[src/rtl/icache.sv]
// -----------------------------------------------------------------------------
// icache -- direct-mapped, one-word-per-line instruction cache.
//
// A fetch request that hits returns its word one cycle later. A miss issues a
// single fill request to the memory controller, waits for the controller to
// accept it and finish, then writes the line and returns the word. A flush
// (fence.i) invalidates every line. If the flush arrives while a fill is in
// flight, the handshake still finishes but the fill data is discarded.
//
// Ports:
//   clk_i        system clock, all state changes on the rising edge
//   rst_i        synchronous active-high reset
//   rdy_i        global enable; when low, all state and outputs hold
//   if_req_i     fetch request, held with if_addr_i until if_valid_o
//   if_addr_i    fetch byte address (bits [1:0] ignored)
//   flush_i      invalidate all lines
//   if_data_o    returned instruction word (holds its last value)
//   if_valid_o   one-cycle pulse, if_data_o belongs to the current request
//   inst_re_o    fill request to the memory controller
//   inst_addr_o  word-aligned fill address
//   inst_data_i  fill data, valid in the cycle inst_busy_i falls
//   inst_busy_i  memory controller fill in progress
// -----------------------------------------------------------------------------
module icache #(
  parameter int INDEX_BITS = 6,
  parameter int ADDR_BITS  = 18
) (
  input  logic        clk_i,
  input  logic        rst_i,
  input  logic        rdy_i,
  input  logic        if_req_i,
  input  logic [31:0] if_addr_i,
  input  logic        flush_i,
  output logic [31:0] if_data_o,
  output logic        if_valid_o,
  output logic        inst_re_o,
  output logic [31:0] inst_addr_o,
  input  logic [31:0] inst_data_i,
  input  logic        inst_busy_i
);

  localparam int LINES    = 1 << INDEX_BITS;
  localparam int TAG_BITS = ADDR_BITS - 2 - INDEX_BITS;

  typedef enum logic [1:0] {IDLE, MISS_REQ, MISS_WAIT} state_e;

  state_e              state_q;
  logic [LINES-1:0]    valid_q;
  logic [TAG_BITS-1:0] tag_q  [LINES];
  logic [31:0]         data_q [LINES];
  logic [31:0]         if_data_q;
  logic                if_valid_q;
  logic                inst_re_q;
  logic [31:0]         inst_addr_q;
  // Set when a flush lands while a fill is in flight: the fill is then stale.
  logic                fill_stale_q;

  // Lookup uses the live request address; the fill uses the latched miss
  // address so it does not depend on the fetch stage holding if_addr_i.
  logic [INDEX_BITS-1:0] req_idx, fill_idx;
  logic [TAG_BITS-1:0]   req_tag, fill_tag;
  logic                  hit;
  logic                  fill_done;
  logic                  fill_we;
  logic                  unused_addr_bits;

  assign req_idx   = if_addr_i[2+INDEX_BITS-1:2];
  assign req_tag   = if_addr_i[ADDR_BITS-1:2+INDEX_BITS];
  assign fill_idx  = inst_addr_q[2+INDEX_BITS-1:2];
  assign fill_tag  = inst_addr_q[ADDR_BITS-1:2+INDEX_BITS];
  assign hit       = valid_q[req_idx] && (tag_q[req_idx] == req_tag);

  // A fill completes when the controller drops busy in MISS_WAIT; it is only
  // kept if no flush hit this fill, including one in the very same cycle.
  assign fill_done = (state_q == MISS_WAIT) && !inst_busy_i;
  assign fill_we   = !rst_i && rdy_i && fill_done && !flush_i && !fill_stale_q;

  assign unused_addr_bits = ^if_addr_i[1:0];

  // Controller, valid bits and registered outputs.
  // NOTE: sequential state is assigned with non-blocking (<=) only, so every
  // read in this block sees the value from before the clock edge.
  always_ff @(posedge clk_i) begin
    if (rst_i) begin
      state_q      <= IDLE;
      valid_q      <= '0;
      if_data_q    <= '0;
      if_valid_q   <= 1'b0;
      inst_re_q    <= 1'b0;
      inst_addr_q  <= '0;
      fill_stale_q <= 1'b0;
    end else if (rdy_i) begin
      if_valid_q <= 1'b0;
      if (flush_i) valid_q <= '0;
      case (state_q)
        IDLE: begin
          // The cycle if_valid is high still shows the old request: skip it.
          if (if_req_i && !flush_i && !if_valid_q) begin
            if (hit) begin
              if_data_q  <= data_q[req_idx];
              if_valid_q <= 1'b1;
            end else begin
              inst_re_q    <= 1'b1;
              inst_addr_q  <= {if_addr_i[31:2], 2'b00};
              fill_stale_q <= 1'b0;
              state_q      <= MISS_REQ;
            end
          end
        end
        MISS_REQ: begin
          if (flush_i) fill_stale_q <= 1'b1;
          if (inst_busy_i) begin
            inst_re_q <= 1'b0;
            state_q   <= MISS_WAIT;
          end
        end
        MISS_WAIT: begin
          if (flush_i) fill_stale_q <= 1'b1;
          if (fill_done) begin
            state_q <= IDLE;
            if (fill_we) begin
              valid_q[fill_idx] <= 1'b1;
              if_data_q         <= inst_data_i;
              if_valid_q        <= 1'b1;
            end
          end
        end
        default: state_q <= IDLE;
      endcase
    end
  end

  // NOTE: tag and data arrays carry no reset; a line is only read once its
  // valid bit is set, and leaving them unreset lets them map onto RAM.
  always_ff @(posedge clk_i) begin
    if (fill_we) begin
      tag_q[fill_idx]  <= fill_tag;
      data_q[fill_idx] <= inst_data_i;
    end
  end

  assign if_data_o   = if_data_q;
  assign if_valid_o  = if_valid_q;
  assign inst_re_o   = inst_re_q;
  assign inst_addr_o = inst_addr_q;

endmodule

[config.mk]
export PLATFORM = sky130hd
export DESIGN_NAME = icache
export DESIGN_NICKNAME = d
export VERILOG_FILES = /design/src/rtl/icache.sv
export SDC_FILE = /design/constraint.sdc
export NUM_CORES = 2
export LEC_CHECK = 0
export CAP_MARGIN = 10
export CORE_MARGIN = 3
export CORE_UTILIZATION = 50
export CTS_CLUSTER_DIAMETER = 120
export DETAILED_ROUTE_END_ITERATION = 6
export PLACE_DENSITY_LB_ADDON = 0.25
export SETUP_SLACK_MARGIN = 0.5
export SLEW_MARGIN = 20
export SYNTH_ARGS = -nofsm -noshare
export SYNTH_HDL_FRONTEND = slang
export SYNTH_SLANG_ARGS = --single-unit
export TNS_END_PERCENT = 30
[constraint.sdc]
create_clock -name clk_i -period 10.2 [get_ports clk_i]
set_input_delay 2.04 -clock clk_i [delete_from_list [all_inputs] [get_ports clk_i]]
set_output_delay 2.04 -clock clk_i [all_outputs]
set_load 0.01 [all_outputs]
==> out/metrics.cfg <==
[place]
io_buffers = 131
place_congestion = 0.8045
hpwl_mm = 148.1

[detailed_routing]
antenna_left = 0
post_drt_wl_per_cell_um = 35.53
dr.first_iter.drc_count = 7470
drt-vias-per-instance = 6.530
dr_total_vias = 52434
wl_mm = 285.3
dr.pass1.iters = 5
drc = 0

[clocking]
insertion_delay_ps = 910
post_cts_buffers = 0
clock_path_buffers = 4
clk_pin_slew_ps = 60
cts_tree = built
cts_max_level = 5
hold_buffers = 0
cts_resized = 0
clkSinkCount = 2819
cts_buffers = 303
cts-root-buf = clkbuf_16

[finish]
fill_cells = 15173
nNetsFinal = 5074
area_delta_synth_final_pct = 13.44
drive_above_1_share = 0.2828

[critical_path]
r2r_cells = 7
crit_path_start = if_addr_i[4]
criticalPathCategory = input pin to register
path_cells = buf_8 > buf_4 > nand2b_1 > o22ai_1 > o21ai_0 > o2111ai_1 > or3_1 > a221oi_2 > nand4_1 > o2111ai_4 > buf_4 > mux2i_1 > nor2_1
cp-end-kind = register
required_ps = 10960
r2r-start = state_q[0]
slowest_delay_ps = 790
worstPathArrival_ps = 7770
startpoint_type = input pin
cp-endpoint = inst_addr_o[21]
reg2reg_slack_ps = 5200
crit_top_cell = buf_4
slowest_stage = buf_4
crit_path_max_fanout = 79
rr_endpoint = data_q[19][24]

[yosys]
yosys-top-cells-area = edfxtp_1 75%, mux4_2 16%, dfxtp_1 2.4%
yosys.area.top_type = edfxtp_1
synth_common_cells = 2,688 x edfxtp_1, 786 x mux4_2, 202 x mux2i_1
syn_inst = 4690
synth.most_common_cell = edfxtp_1
synth-main-ff-cell = edfxtp_1
yosysWarnings = 0
seq_area_frac_synth = 0.7722
synth.top_cell.area_share = 0.7479
netlist_area_um2 = 107900
synthDistinctLibCells = 76
async_flop_share = 0
avgSynthCellArea_um2 = 23.01
ys_ff_latch = 2819
synth_edf_count = 2688

[timing]
tightest_slew_ps = 1165
hold_viol = 0
post-route-period-util = 0.6868
rsz0062_at_grt = false
fin_setup_tns_ps = 0
maxSlewViolCount = 0
holdWs_ps = 441.0
fmax_mhz = 142.7
setup_violations = 0
fin_worst_skew_ps = 32.53
period_needed_ps = 7006
relSlewSlack = 0.2216

[floorplanning]
dieArea_um2 = 221500
fp-row-count = 169
die_x_um = 470.6
ioPinCount = 136
initial_core_util = 0.5059
coreArea_um2 = 213400
die_h_um = 470.6

[global_route]
antenna_found_initial = 6
grt.overflow.total = 0
grt_usage = 0.2578
grt_max_degree = 135
grt_pass1_vias = 52169
grt_pass1_wl_mm = 401.5

[worst_hold_path]
hp-class = register to register
min_path_cells = 0

[pwr]
irDropWorstVdd_v = 0.0001837
p_leak_nw = 37.40
powerDensity_nw_per_um2 = 196.3

[status]
status = finished, final reports clean

[job]
drv_cap = 0

## sequential cells by signal, summed over array words and instances, names as in the netlist
| name | cells |
|---|---|
| data_q | 2048 |
| if_data_o | 32 |
| fill_stale_q | 1 |
| inst_re_o | 1 |
| valid_q | 64 |
| inst_addr_o | 30 |
| tag_q | 640 |
| if_valid_o | 1 |
| state_q | 2 |
## final cells by class
cell class	count	area [µm²]	area share
inverters	7	36.28	0.0002963
repair buffers	276	2511	0.02051
clock buffers	388	8098	0.06614
well taps	2821	3530	0.02883
multi-input cells	1593	23820	0.1945
flip-flops and latches	2819	83360	0.6808
diodes	1	2.502	0.00002044
clock inverters	125	1087	0.008880
## through the flow
stage | cells | power [mW] | util | area (µm²) | setup WS (ps)
floorplan | 4691 | 13.54 | - | 107900 | 4695
global placement | 7507 | 13.93 | 0.5296 | 113000 | 2288
detailed placement | 7514 | 13.95 | 0.5305 | 113200 | 2271
CTS | 8027 | 24.19 | 0.5735 | 122400 | 3247
global route | 8030 | 24.68 | 0.5739 | 122400 | 3061
finish | 8030 | 24.04 | 0.5739 | 122400 | 3194
## kinds of logic (layout without fill, tap and decap cells)
| group | count (synthesis) | in the layout | synth area share |
|---|---|---|---|
| AOI/OAI and AO/OA | 274 | 274 | 0.01763 |
| xor gates and xnor gates | 3 | 3 | 0.0002435 |
| adders and majority gates | 4 | 4 | 0.0004637 |
| buffers and inverters | 279 | 796 | 0.01216 |
| DFF | 2819 | 2819 | 0.7722 |
| muxes | 997 | 997 | 0.1837 |
| other | 1 | 3 | 0.00003474 |
| and+or+nand+nor | 313 | 313 | 0.01361 |
## metal layers
metal	track usage	vias up	share of wire
met5	0	-	0.000095
met4	0.08672	4	0.036
met3	0.04246	515	0.091
met2	0.4094	2838	0.48
met1	0.3686	28429	0.39
li1	-	20648	-
## critical path, delay by kind of cell
family | cells | cell delay (ps)
buf+inv | 3 | 1850
mux | 1 | 240
simple gates | 4 | 1210
compound gates | 5 | 2210
## layout by cell type (no fill, tap or decap), types with 6 or more instances in the layout
| cell | Yosys | final |
|---|---|---|
| a311oi_1 | 25 | 25 |
| nand2b_1 | 6 | 6 |
| clkbuf_16 | 0 | 307 |
| o21ai_0 | 6 | 6 |
| nor2_1 | 179 | 115 |
| a21oi_1 | 110 | 110 |
| nor2_4 | 0 | 64 |
| mux2_2 | 9 | 9 |
| o22ai_1 | 19 | 19 |
| clkinv_2 | 0 | 40 |
| dfxtp_1 | 131 | 121 |
| mux4_2 | 786 | 786 |
| a311oi_2 | 7 | 7 |
| nand2_1 | 23 | 22 |
| clkbuf_8 | 0 | 11 |
| nor3_1 | 7 | 6 |
| clkbuf_1 | 137 | 69 |
| buf_4 | 17 | 133 |
| buf_2 | 77 | 31 |
| edfxtp_1 | 2688 | 2688 |
| nand3_1 | 32 | 32 |
| nand4_1 | 9 | 9 |
| mux2i_1 | 202 | 202 |
| dfxtp_2 | 0 | 7 |
| a22oi_1 | 52 | 52 |
| nor2b_1 | 14 | 12 |
| buf_12 | 0 | 8 |
| clkinv_1 | 2 | 54 |
| a221oi_1 | 8 | 8 |
| a211oi_1 | 7 | 7 |
| bufinv_16 | 0 | 18 |
| clkdlybuf4s50_1 | 0 | 92 |
| buf_16 | 0 | 8 |
## power by group
group,total (mW),switching (mW),internal [mW]
Sequential,12.7,0.0146,12.7
Combinational,1.03,0.603,0.424
Clock,10.3,4.30,6.04
Total,24.0,4.92,19.1
## how the worst min path moves through the flow
stage               startpoint            to  slack [ps]
2_1_floorplan     fill_stale_q  fill_stale_q         450
3_3_place_gp   inst_addr_o[15]  tag_q[33][7]         430
3_5_place_dp    inst_addr_o[8]  tag_q[33][0]         420
4_1_cts         inst_addr_o[8]  tag_q[33][0]         440
5_1_grt         inst_addr_o[8]  tag_q[33][0]         460
6_report        inst_addr_o[8]  tag_q[33][0]         440
Power figures use the tool's default switching activity.
